===== src/rtl/pong_pkg.sv =====
// ----------------------------------------------------------------------------
// pong_pkg
// Shared screen geometry, coordinate types, scheduler state encoding and the
// clamped paddle-move helper used by the paddle scheduler.
// Revision: 1.0 - initial release
// ----------------------------------------------------------------------------
`default_nettype none

package pong_pkg;

  localparam int VS     = 480;  // visible vertical lines
  localparam int HS     = 640;  // visible horizontal pixels
  localparam int HEIGHT = 120;  // paddle height in pixels
  localparam int WIDTH  = 10;   // paddle width in pixels
  localparam int CW     = 10;   // coordinate width

  typedef logic [CW-1:0] coord_t;  // screen coordinate
  typedef logic [CW:0]   wide_t;   // one extra bit so sums/differences never wrap

  typedef enum logic [2:0] {
    S_IDLE    = 3'd0,
    S_SAMPLE  = 3'd1,
    S_CALC_P1 = 3'd2,
    S_CALC_P2 = 3'd3,
    S_COMMIT  = 3'd4
  } sched_state_e;

  // Move y by step in the requested direction, clamped to [0, y_max].
  // Down wins when both directions are requested.
  function automatic coord_t move_clamp(input coord_t y, input logic dn,
                                        input logic up, input coord_t step,
                                        input coord_t y_max);
    wide_t  w_sum;
    wide_t  w_diff;
    coord_t res;
    w_sum  = {1'b0, y} + {1'b0, step};
    w_diff = {1'b0, y} - {1'b0, step};
    res    = y;
    if (dn) begin
      res = (w_sum > {1'b0, y_max}) ? y_max : w_sum[CW-1:0];
    end else if (up) begin
      // A borrow out of the extra bit means the move would pass the top edge.
      res = w_diff[CW] ? '0 : w_diff[CW-1:0];
    end
    return res;
  endfunction

endpackage

`default_nettype wire


===== src/rtl/btn_debounce.sv =====
// ----------------------------------------------------------------------------
// btn_debounce
// Two-flop synchronizer followed by a tick-paced stable counter. The output
// level follows the synchronized input only after it has differed from the
// current level for DEB_CYCLES consecutive ticks.
// Revision: 1.0 - initial release
// ----------------------------------------------------------------------------
`default_nettype none

module btn_debounce #(
  parameter int DEB_CYCLES = 16
) (
  input  logic clk,
  input  logic rst_n,
  input  logic i_tick,
  input  logic i_raw,
  output logic o_level
);

  localparam int CNT_W = $clog2(DEB_CYCLES + 1);

  logic [1:0]       r_sync;
  logic             r_level;
  logic [CNT_W-1:0] r_cnt;

  // Bring the asynchronous button into the clock domain.
  always_ff @(posedge clk or negedge rst_n) begin
    if (!rst_n) r_sync <= 2'b00;
    else        r_sync <= {r_sync[0], i_raw};
  end

  // Count ticks of disagreement; any agreement restarts the count.
  always_ff @(posedge clk or negedge rst_n) begin
    if (!rst_n) begin
      r_level <= 1'b0;
      r_cnt   <= '0;
    end else if (r_sync[1] == r_level) begin
      r_cnt <= '0;
    end else if (i_tick) begin
      if (r_cnt == CNT_W'(DEB_CYCLES - 1)) begin
        r_level <= r_sync[1];
        r_cnt   <= '0;
      end else begin
        r_cnt <= r_cnt + 1'b1;
      end
    end
  end

  assign o_level = r_level;

endmodule

`default_nettype wire


===== src/rtl/paddle_move_scheduler.sv =====
// ----------------------------------------------------------------------------
// paddle_move_scheduler
// Once per frame: snapshot debounced buttons / AI inputs, compute clamped new
// paddle Y for both players, publish them together with a one-cycle strobe.
// Revision: 1.0 - initial release
// ----------------------------------------------------------------------------
`default_nettype none

module paddle_move_scheduler #(
  parameter int VS         = pong_pkg::VS,
  parameter int HEIGHT     = pong_pkg::HEIGHT,
  parameter int STEP       = 10,
  parameter int AI_STEP    = 6,
  parameter int AI_DEAD    = 8,
  parameter int DEB_CYCLES = 16
) (
  input  logic             clk,
  input  logic             rst_n,
  input  logic             i_frame_tick,
  input  logic             i_freeze,
  input  logic             i_p1_dn_btn,
  input  logic             i_p1_up_btn,
  input  logic             i_p2_dn_btn,
  input  logic             i_p2_up_btn,
  input  logic             i_p2_auto,
  input  pong_pkg::coord_t i_ball_y,
  output pong_pkg::coord_t o_p1_y,
  output pong_pkg::coord_t o_p2_y,
  output logic             o_update_strobe,
  output logic             o_busy
);

  import pong_pkg::*;

  localparam coord_t Y_MAX   = coord_t'(VS - HEIGHT);
  localparam coord_t Y_RESET = coord_t'((VS - HEIGHT) / 2);
  localparam coord_t STEP_C  = coord_t'(STEP);
  localparam coord_t AISTEP  = coord_t'(AI_STEP);
  localparam wide_t  HALF_H  = wide_t'(HEIGHT / 2);
  localparam wide_t  DEAD_W  = wide_t'(AI_DEAD);

  // Button bit order: 0 = P1 down, 1 = P1 up, 2 = P2 down, 3 = P2 up.
  logic [3:0]   w_btn_raw;
  logic [3:0]   w_btn_db;

  sched_state_e r_state;
  sched_state_e w_state_nxt;

  logic [3:0]   r_snap_btn;
  logic         r_snap_auto;
  logic         r_snap_freeze;
  coord_t       r_snap_ball;
  coord_t       r_p1_nxt;
  coord_t       r_p1_y;
  coord_t       r_p2_y;

  wide_t        w_p2_c;
  wide_t        w_ball_w;
  logic         w_ai_dn;
  logic         w_ai_up;
  coord_t       w_p2_nxt;

  assign w_btn_raw = {i_p2_up_btn, i_p2_dn_btn, i_p1_up_btn, i_p1_dn_btn};

  generate
    for (genvar gi = 0; gi < 4; gi++) begin : g_deb
      btn_debounce #(
        .DEB_CYCLES(DEB_CYCLES)
      ) u_deb (
        .clk     (clk),
        .rst_n   (rst_n),
        .i_tick  (i_frame_tick),
        .i_raw   (w_btn_raw[gi]),
        .o_level (w_btn_db[gi])
      );
    end
  endgenerate

  // Scheduler state register.
  always_ff @(posedge clk or negedge rst_n) begin
    if (!rst_n) r_state <= S_IDLE;
    else        r_state <= w_state_nxt;
  end

  // Fixed walk through the per-frame sequence; ticks outside IDLE are dropped.
  always_comb begin
    w_state_nxt     = r_state;
    o_busy          = (r_state != S_IDLE);
    o_update_strobe = (r_state == S_COMMIT);
    case (r_state)
      S_IDLE:    if (i_frame_tick) w_state_nxt = S_SAMPLE;
      S_SAMPLE:  w_state_nxt = S_CALC_P1;
      S_CALC_P1: w_state_nxt = S_CALC_P2;
      S_CALC_P2: w_state_nxt = S_COMMIT;
      S_COMMIT:  w_state_nxt = S_IDLE;
      default:   w_state_nxt = S_IDLE;
    endcase
  end

  // Freeze the inputs for this frame so later changes cannot leak in.
  always_ff @(posedge clk or negedge rst_n) begin
    if (!rst_n) begin
      r_snap_btn    <= '0;
      r_snap_auto   <= 1'b0;
      r_snap_freeze <= 1'b0;
      r_snap_ball   <= '0;
    end else if (r_state == S_SAMPLE) begin
      r_snap_btn    <= w_btn_db;
      r_snap_auto   <= i_p2_auto;
      r_snap_freeze <= i_freeze;
      r_snap_ball   <= i_ball_y;
    end
  end

  // AI decision and P2 next value from the snapshot and the current P2 position.
  always_comb begin
    w_p2_c   = {1'b0, r_p2_y} + HALF_H;
    w_ball_w = {1'b0, r_snap_ball};
    w_ai_dn  = (w_ball_w > (w_p2_c + DEAD_W));
    w_ai_up  = ((w_ball_w + DEAD_W) < w_p2_c);
    w_p2_nxt = r_p2_y;
    if (r_snap_freeze)
      w_p2_nxt = r_p2_y;
    else if (r_snap_auto)
      w_p2_nxt = move_clamp(r_p2_y, w_ai_dn, w_ai_up, AISTEP, Y_MAX);
    else
      w_p2_nxt = move_clamp(r_p2_y, r_snap_btn[2], r_snap_btn[3], STEP_C, Y_MAX);
  end

  // P1 is computed in CALC_P1; both positions land on entry to COMMIT so the
  // new values and the strobe are visible in the same cycle.
  always_ff @(posedge clk or negedge rst_n) begin
    if (!rst_n) begin
      r_p1_nxt <= Y_RESET;
      r_p1_y   <= Y_RESET;
      r_p2_y   <= Y_RESET;
    end else begin
      if (r_state == S_CALC_P1)
        r_p1_nxt <= r_snap_freeze ? r_p1_y
                  : move_clamp(r_p1_y, r_snap_btn[0], r_snap_btn[1], STEP_C, Y_MAX);
      if (r_state == S_CALC_P2) begin
        r_p1_y <= r_p1_nxt;
        r_p2_y <= w_p2_nxt;
      end
    end
  end

  assign o_p1_y = r_p1_y;
  assign o_p2_y = r_p2_y;

endmodule

`default_nettype wire


===== config.mk =====
export PLATFORM = sky130hd
export DESIGN_NAME = paddle_move_scheduler
export DESIGN_NICKNAME = d
export VERILOG_FILES = /design/src/rtl/pong_pkg.sv /design/src/rtl/btn_debounce.sv /design/src/rtl/paddle_move_scheduler.sv
export SDC_FILE = /design/constraint.sdc
export NUM_CORES = 1
export LEC_CHECK = 0
export CORE_AREA = 2 2 101 103
export CTS_CLUSTER_DIAMETER = 40
export DETAILED_ROUTE_END_ITERATION = 16
export DIE_AREA = 0 0 103 105
export PLACE_DENSITY_LB_ADDON = 0.3
export SLEW_MARGIN = 20
export SYNTH_ARGS = -nofsm -noshare
export SYNTH_HDL_FRONTEND = slang
export SYNTH_HIERARCHICAL = 1
export SYNTH_SLANG_ARGS = --single-unit

===== constraint.sdc =====
create_clock -name clk -period 5.1 [get_ports clk]
set_input_delay 1.275 -clock clk [delete_from_list [all_inputs] [get_ports clk]]
set_output_delay 1.275 -clock clk [all_outputs]
set_load 0.01 [all_outputs]

### After elaboration in Yosys (flattened, before gate mapping)

Index checks and enable logic that the tools add are counted.

* register bits after elaboration: 81
* bits in latches: 0
* memory bits (writable): 0
* ROM bits: 0
* output and inout port bits: 22
* logic and storage cells: 97
* memories: 0

* add/subtract/negate cells: 13
* multiply operators: 0
* divide/modulo/power cells: 0
* magnitude comparators: 5
* equal/unequal tests: 14
* shift operators: 0
* multiplexer cells: 28
* bitwise logic cells: 5
* reductions and logical operators: 12

Operators with widths (count)
* two-way mux 10 bit: 14
* two-way mux 5 bit: 12
* adder 10 x 4 -> 11 bit, second input constant: 3
* > comparator 11 x 9 -> 1 bit, second input constant: 3
* subtractor 10 x 4 -> 11 bit, second input constant: 2
* adder 5 x 1 -> 5 bit, second input constant: 4
* == test 5 x 4 -> 1 bit, second input constant: 4
* case mux 3 bit (4 select lines): 1
* AND reduction 3 bit: 4
* adder 10 x 3 -> 11 bit, second input constant: 1
* adder 10 x 6 -> 11 bit, second input constant: 1
* adder 11 x 4 -> 11 bit, second input constant: 1
* > comparator 10 x 11 -> 1 bit: 1
* less-than comparator 11 bit: 1
* subtractor 10 x 3 -> 11 bit, second input constant: 1
* nonzero test 2 bit: 4
* == test 3 x 2 -> 1 bit, second input constant: 2
* nonzero test 3 bit: 2
* NOT 1 bit: 5
* == test 1 bit: 4
* AND reduction 4 bit: 1
* == test 3 x 1 -> 1 bit, second input constant: 1
* == test 3 bit, second input constant: 1
* zero test 3 bit: 1
* other kinds (3): 3

### Longest topological paths before layout

* depth in word-level cells: 5
* gate-level depth with buffers: 18
* depth with buffers taken out: 16

### Cells and area by module

Netlist, hierarchy kept.

By module, submodules not included
* paddle_move_scheduler: times used 1, cells each 544, area each 4329.2 sq um, sequential area each 1216.2 sq um
* btn_debounce: times used 4, cells each 30, area each 342.8 sq um, sequential area each 200.2 sq um

### Least setup slack after synthesis

OpenSTA, ideal clock, no wires.

* path kind: reg2reg
* start: register r_p2_y[3] (netlist: o_p2_y[3])
* end: register r_p2_y[4] (netlist: o_p2_y[4])
* setup time: 0.062 ns
* arrival time: 3.733 ns
* data required time: 5.038 ns
* setup slack: 1.306 ns
* stages on the path, launching flop included: 18
* clock period less this slack: 3.794 ns
* cell sequence: dfrtp_1 -> buf_2 -> inv_1 -> ha_1 -> nor3b_1 -> nor2_1 -> xnor2_1 -> nor3_1 -> xor2_1 -> ha_1 -> nand3_1 -> a21oi_1 -> o21ai_0 -> a211o_1 -> a21oi_2 -> nand2_1 -> o311ai_1 -> a22o_1

* cells in the longest elaborated chain, start to end: 5
* elaborated cells between the ends (all ways): 21

RTL lines
* from (decl): line paddle_move_scheduler.sv:55 `coord_t r_p2_y;`
* from (signal assigned): line paddle_move_scheduler.sv:143 `r_p2_y <= w_p2_nxt;`
* adder 10 x 6 -> 11 bit (tied with other cells): line paddle_move_scheduler.sv:117 `w_p2_c = {1'b0, r_p2_y} + HALF_H;`
* adder 11 x 4 -> 11 bit (tied with other cells): line paddle_move_scheduler.sv:119 `w_ai_dn = (w_ball_w > (w_p2_c + DEAD_W));`
* > comparator 10 x 11 -> 1 bit (tied with other cells): line paddle_move_scheduler.sv:119
* != test 3 x 1 -> 1 bit (no source line) or two-way mux 10 bit (tied branches)
* AND reduction 4 bit (no source line) or two-way mux 10 bit (tied branches)

Several ways; a longest one is shown, not always the timed one. The select of a mux whose other input is x is not followed.
A chain may end at the register's enable or synchronous reset.

### Final worst setup path

* start: register r_p2_y[3] (netlist: o_p2_y[3])
* end: register r_p2_y[9] (netlist: o_p2_y[9])

Same word-level chain as after synthesis.

==> flow_metrics.py <==
metrics = {
    "timing": {
        "clock_skew_ns": 0.0135,
        "post-route-period-util_pct": 86.3,
        "finalCriticalPeriod_ns": 4.40,
        "rsz0062_at_grt": "no",
        "max-slew-margin-rel_pct": 40.6,
        "fin_ws_ns": 0.701,
        "final-max-slew-violation-count": 0,
        "setup_violations": 0,
        "setup_tns_ns": 0,
        "fmax_ghz": 0.227,
        "hold_viol_final": 0,
        "worstMarginPinSlew_ns": 0.888,
    },
    "yosys": {
        "syn_avg_cell_area_um2": 8.59,
        "synth_edf_count": 0,
        "syn_inst": 664,
        "ys.flop_type": "dfrtp_1",
        "syn_area_mm2": 0.00570,
        "yosys_warnings": 6,
        "syn_nets": 715,
        "ys_ff_latch": 80,
        "ys_seq_area_share_pct": 35.4,
        "synth_cell_types": 75,
        "synthArstFlopShare_pct": 100,
    },
    "clock_network": {
        "h-tree-depth": 3,
        "cts_sinks": 80,
        "clk_pin_slew_worst_paths_ns": 0.09,
        "cts_max_path_buffers": 2,
        "hold_buffers": 0,
        "cts-buffers-inserted": 9,
        "cts-root-buf": "clkbuf_8",
        "worstSkewPairLatency_ns": 0.37,
        "cts_tree": "yes",
    },
    "die": {
        "die-width_um": 103,
        "initial_core_util_pct": 59.1,
        "core_mm2": 0.00964,
        "fp.dieH_um": 105,
        "dieArea_mm2": 0.0108,
        "ioPinCount": 41,
        "num_rows": 36,
    },
    "pwr": {
        "internal_power_uw": 2000,
        "sw_frac_of_total_pct": 49.0,
        "switchingPower_uw": 1920,
        "power_frac_comb_pct": 57.7,
        "p_seq_share_pct": 31.4,
        "p_clk_share_pct": 10.9,
        "p_per_area_mw_per_mm2": 620,
        "leakagePower_uw": 0.00271,
        "vdd_drop_max_mv": 0.271,
    },
    "routing": {
        "dr.first_iter.drc_count": 306,
        "drt_pass1_iterations": 5,
        "via_count": 5191,
        "viasPerCell": 6.34,
        "wirelength_um": 14200,
        "ant_nets": 0,
        "route.detailed.drc": 0,
        "wl_per_cell_um": 17.4,
    },
    "final_layout": {
        "n_antenna_cell": 0,
        "syn_to_final_growth_pct": 10.7,
        "nNetsFinal": 732,
        "drive_gt1_share_pct": 10.5,
    },
    "hold_path": {
        "min_to": "g_deb[1].u_deb/r_sync[1]$_DFF_PN0_",
        "hp-start": "g_deb[1].u_deb/r_sync[0]$_DFF_PN0_",
        "hold-path-cell-count": 0,
        "hp-class": "reg -> reg",
    },
    "run_status": {
        "status": "finished clean",
    },
    "worst_setup_path": {
        "cp.required_ns": 5.36,
        "cp-start-kind": "flop",
        "path_max_fanout": 21,
        "reg2reg_depth": 16,
        "crit_path_end_kind": "flop",
        "rr_endpoint": "o_p2_y[9]$_DFFE_PN0P_",
        "r2r_start": "o_p2_y[3]$_DFFE_PN0P_",
        "crit_type": "reg -> reg",
        "arrival_ns": 4.66,
        "r2r_slack_ns": 0.70,
    },
    "grt": {
        "grt_pass1_vias": 5106,
        "grt_first_pass_wirelength_um": 24100,
        "grt_max_degree": 81,
        "antenna_found_initial": 0,
        "grt.overflow.total": 0,
        "grt_use_total_pct": 27.9,
    },
    "placed_design": {
        "port_buffers": 39,
        "hpwl_um": 10000,
        "place_ws_ns": 0.632,
        "globalplace.congestion": 0.931,
    },
    "flow_run": {
        "cap_viol_max_count": 0,
    },
}
==> cells in the mapped netlist, types with 9 or more instances <==
master / number / area [um^2]
ha_1: 32 / 400
nor3_1: 15 / 75.1
inv_1: 29 / 109
a31oi_1: 11 / 68.8
xor2_1: 13 / 114
a21oi_1: 36 / 180
nor2_1: 43 / 161
nand3_1: 30 / 150
nand3b_1: 10 / 75.1
dfrtp_1: 68 / 1700
o21ai_0: 53 / 265
dfstp_2: 12 / 315
nand4_1: 9 / 56.3
clkbuf_1: 25 / 93.8
xnor2_1: 20 / 175
mux2_2: 17 / 191
nand2_1: 92 / 345
==> layout by cell type (no fill, tap or decap), types with 17 or more instances in the layout <==
| cell | n |
|---|---|
| xnor2_1 | 20 |
| dfrtp_1 | 68 |
| a21oi_1 | 36 |
| nor2_1 | 43 |
| mux2_2 | 17 |
| o21ai_0 | 53 |
| inv_1 | 29 |
| ha_1 | 32 |
| nand2_1 | 92 |
| nand3_1 | 30 |
| clkdlybuf4s50_1 | 38 |
==> routing by layer <==
metal	vias to the layer above	global-route usage [%]	wire length [um]
met5	-	0	0
met4	0	10.7	359
met3	35	6.02	970
met2	200	46.0	7050
met1	2505	35.5	5850
li1	2451	-	-
==> repair_timing <==
action                     in CTS  in global routing
resized for setup               0                  1
setup endpoints to repair       0                  1
buffers inserted                0                  0
==> flip-flops by register name, summed over array words and instances, names as in the netlist <==
| signal | cells |
|---|---|
| g_deb.u_deb/o_level | 4 |
| o_p1_y | 10 |
| r_state | 3 |
| r_snap_btn | 4 |
| r_snap_ball | 10 |
| g_deb.u_deb/r_sync | 8 |
| o_p2_y | 9 |
| r_snap_auto | 1 |
| r_snap_freeze | 1 |
| r_p1_nxt | 10 |
| g_deb.u_deb/r_cnt | 20 |
==> power by group through the flow <==
stage	logic (uW)	registers, uW	clock network, uW
after floorplan	1790	1010	0
after global placement	2160	1210	0
after detailed placement	2210	1220	0
after CTS	2230	1210	438
after global routing	2520	1270	465
final	2260	1230	425
==> metrics by stage <==
step / cell area [um^2] / util, % / power, uW / hold WS [ns] / cells
after floorplan: 5700 / - / 2800 / 0.331 / 664
after global placement: 6130 / 63.6 / 3380 / 0.335 / 803
after detailed placement: 6130 / 63.6 / 3440 / 0.336 / 803
after CTS: 6300 / 65.4 / 3880 / 0.355 / 819
after global routing: 6310 / 65.5 / 4260 / 0.358 / 819
final: 6310 / 65.5 / 3910 / 0.353 / 819
==> cell type report <==
class	count	area [um^2]
multi-input combinational	519	3430
fill	855	3330
sequential	80	2020
timing repair buffer	42	414
tap	133	166
clock buffer	10	128
inverter	29	109
clock inverter	6	46.3
==> kinds of logic after synthesis <==
family,count (synthesis),synth area share [%]
AO/OA/AOI/OAI,182,21.8
other,1,0.0658
flip-flops,80,35.4
AND/OR/NAND/NOR,247,21.4
multiplexers,24,4.68
adder cells (fa/ha/maj),32,7.02
buffers and inverters,65,4.59
XOR/XNOR,33,5.07
==> critical path, stage by stage, from the launching register on <==
cell     delay (ns)
dfrtp_1        0.62
inv_1          0.26
ha_1           0.27
nor3b_2        0.39
nor2_1         0.09
xnor2_1        0.30
nor3_1         0.12
xor2_1         0.17
ha_1           0.31
nand3_1        0.11
a21oi_1        0.12
o21ai_0        0.14
a21oi_2        0.31
a21oi_4        0.13
a21oi_2        0.49
o21ai_0        0.18
a22o_1         0.27
==> how the worst max path moves through the flow <==
stage,start,to,depth (start not counted)
after floorplan,o_p2_y[3]$_DFFE_PN0P_,o_p2_y[4]$_DFFE_PN1P_,17
after global placement,o_p2_y[3]$_DFFE_PN0P_,o_p2_y[9]$_DFFE_PN0P_,16
after detailed placement,o_p2_y[3]$_DFFE_PN0P_,o_p2_y[9]$_DFFE_PN0P_,16
after CTS,o_p2_y[3]$_DFFE_PN0P_,o_p2_y[9]$_DFFE_PN0P_,16
after global routing,o_p2_y[3]$_DFFE_PN0P_,o_p2_y[9]$_DFFE_PN0P_,16
final,o_p2_y[3]$_DFFE_PN0P_,o_p2_y[9]$_DFFE_PN0P_,16
(Power assumes the default switching activity.)
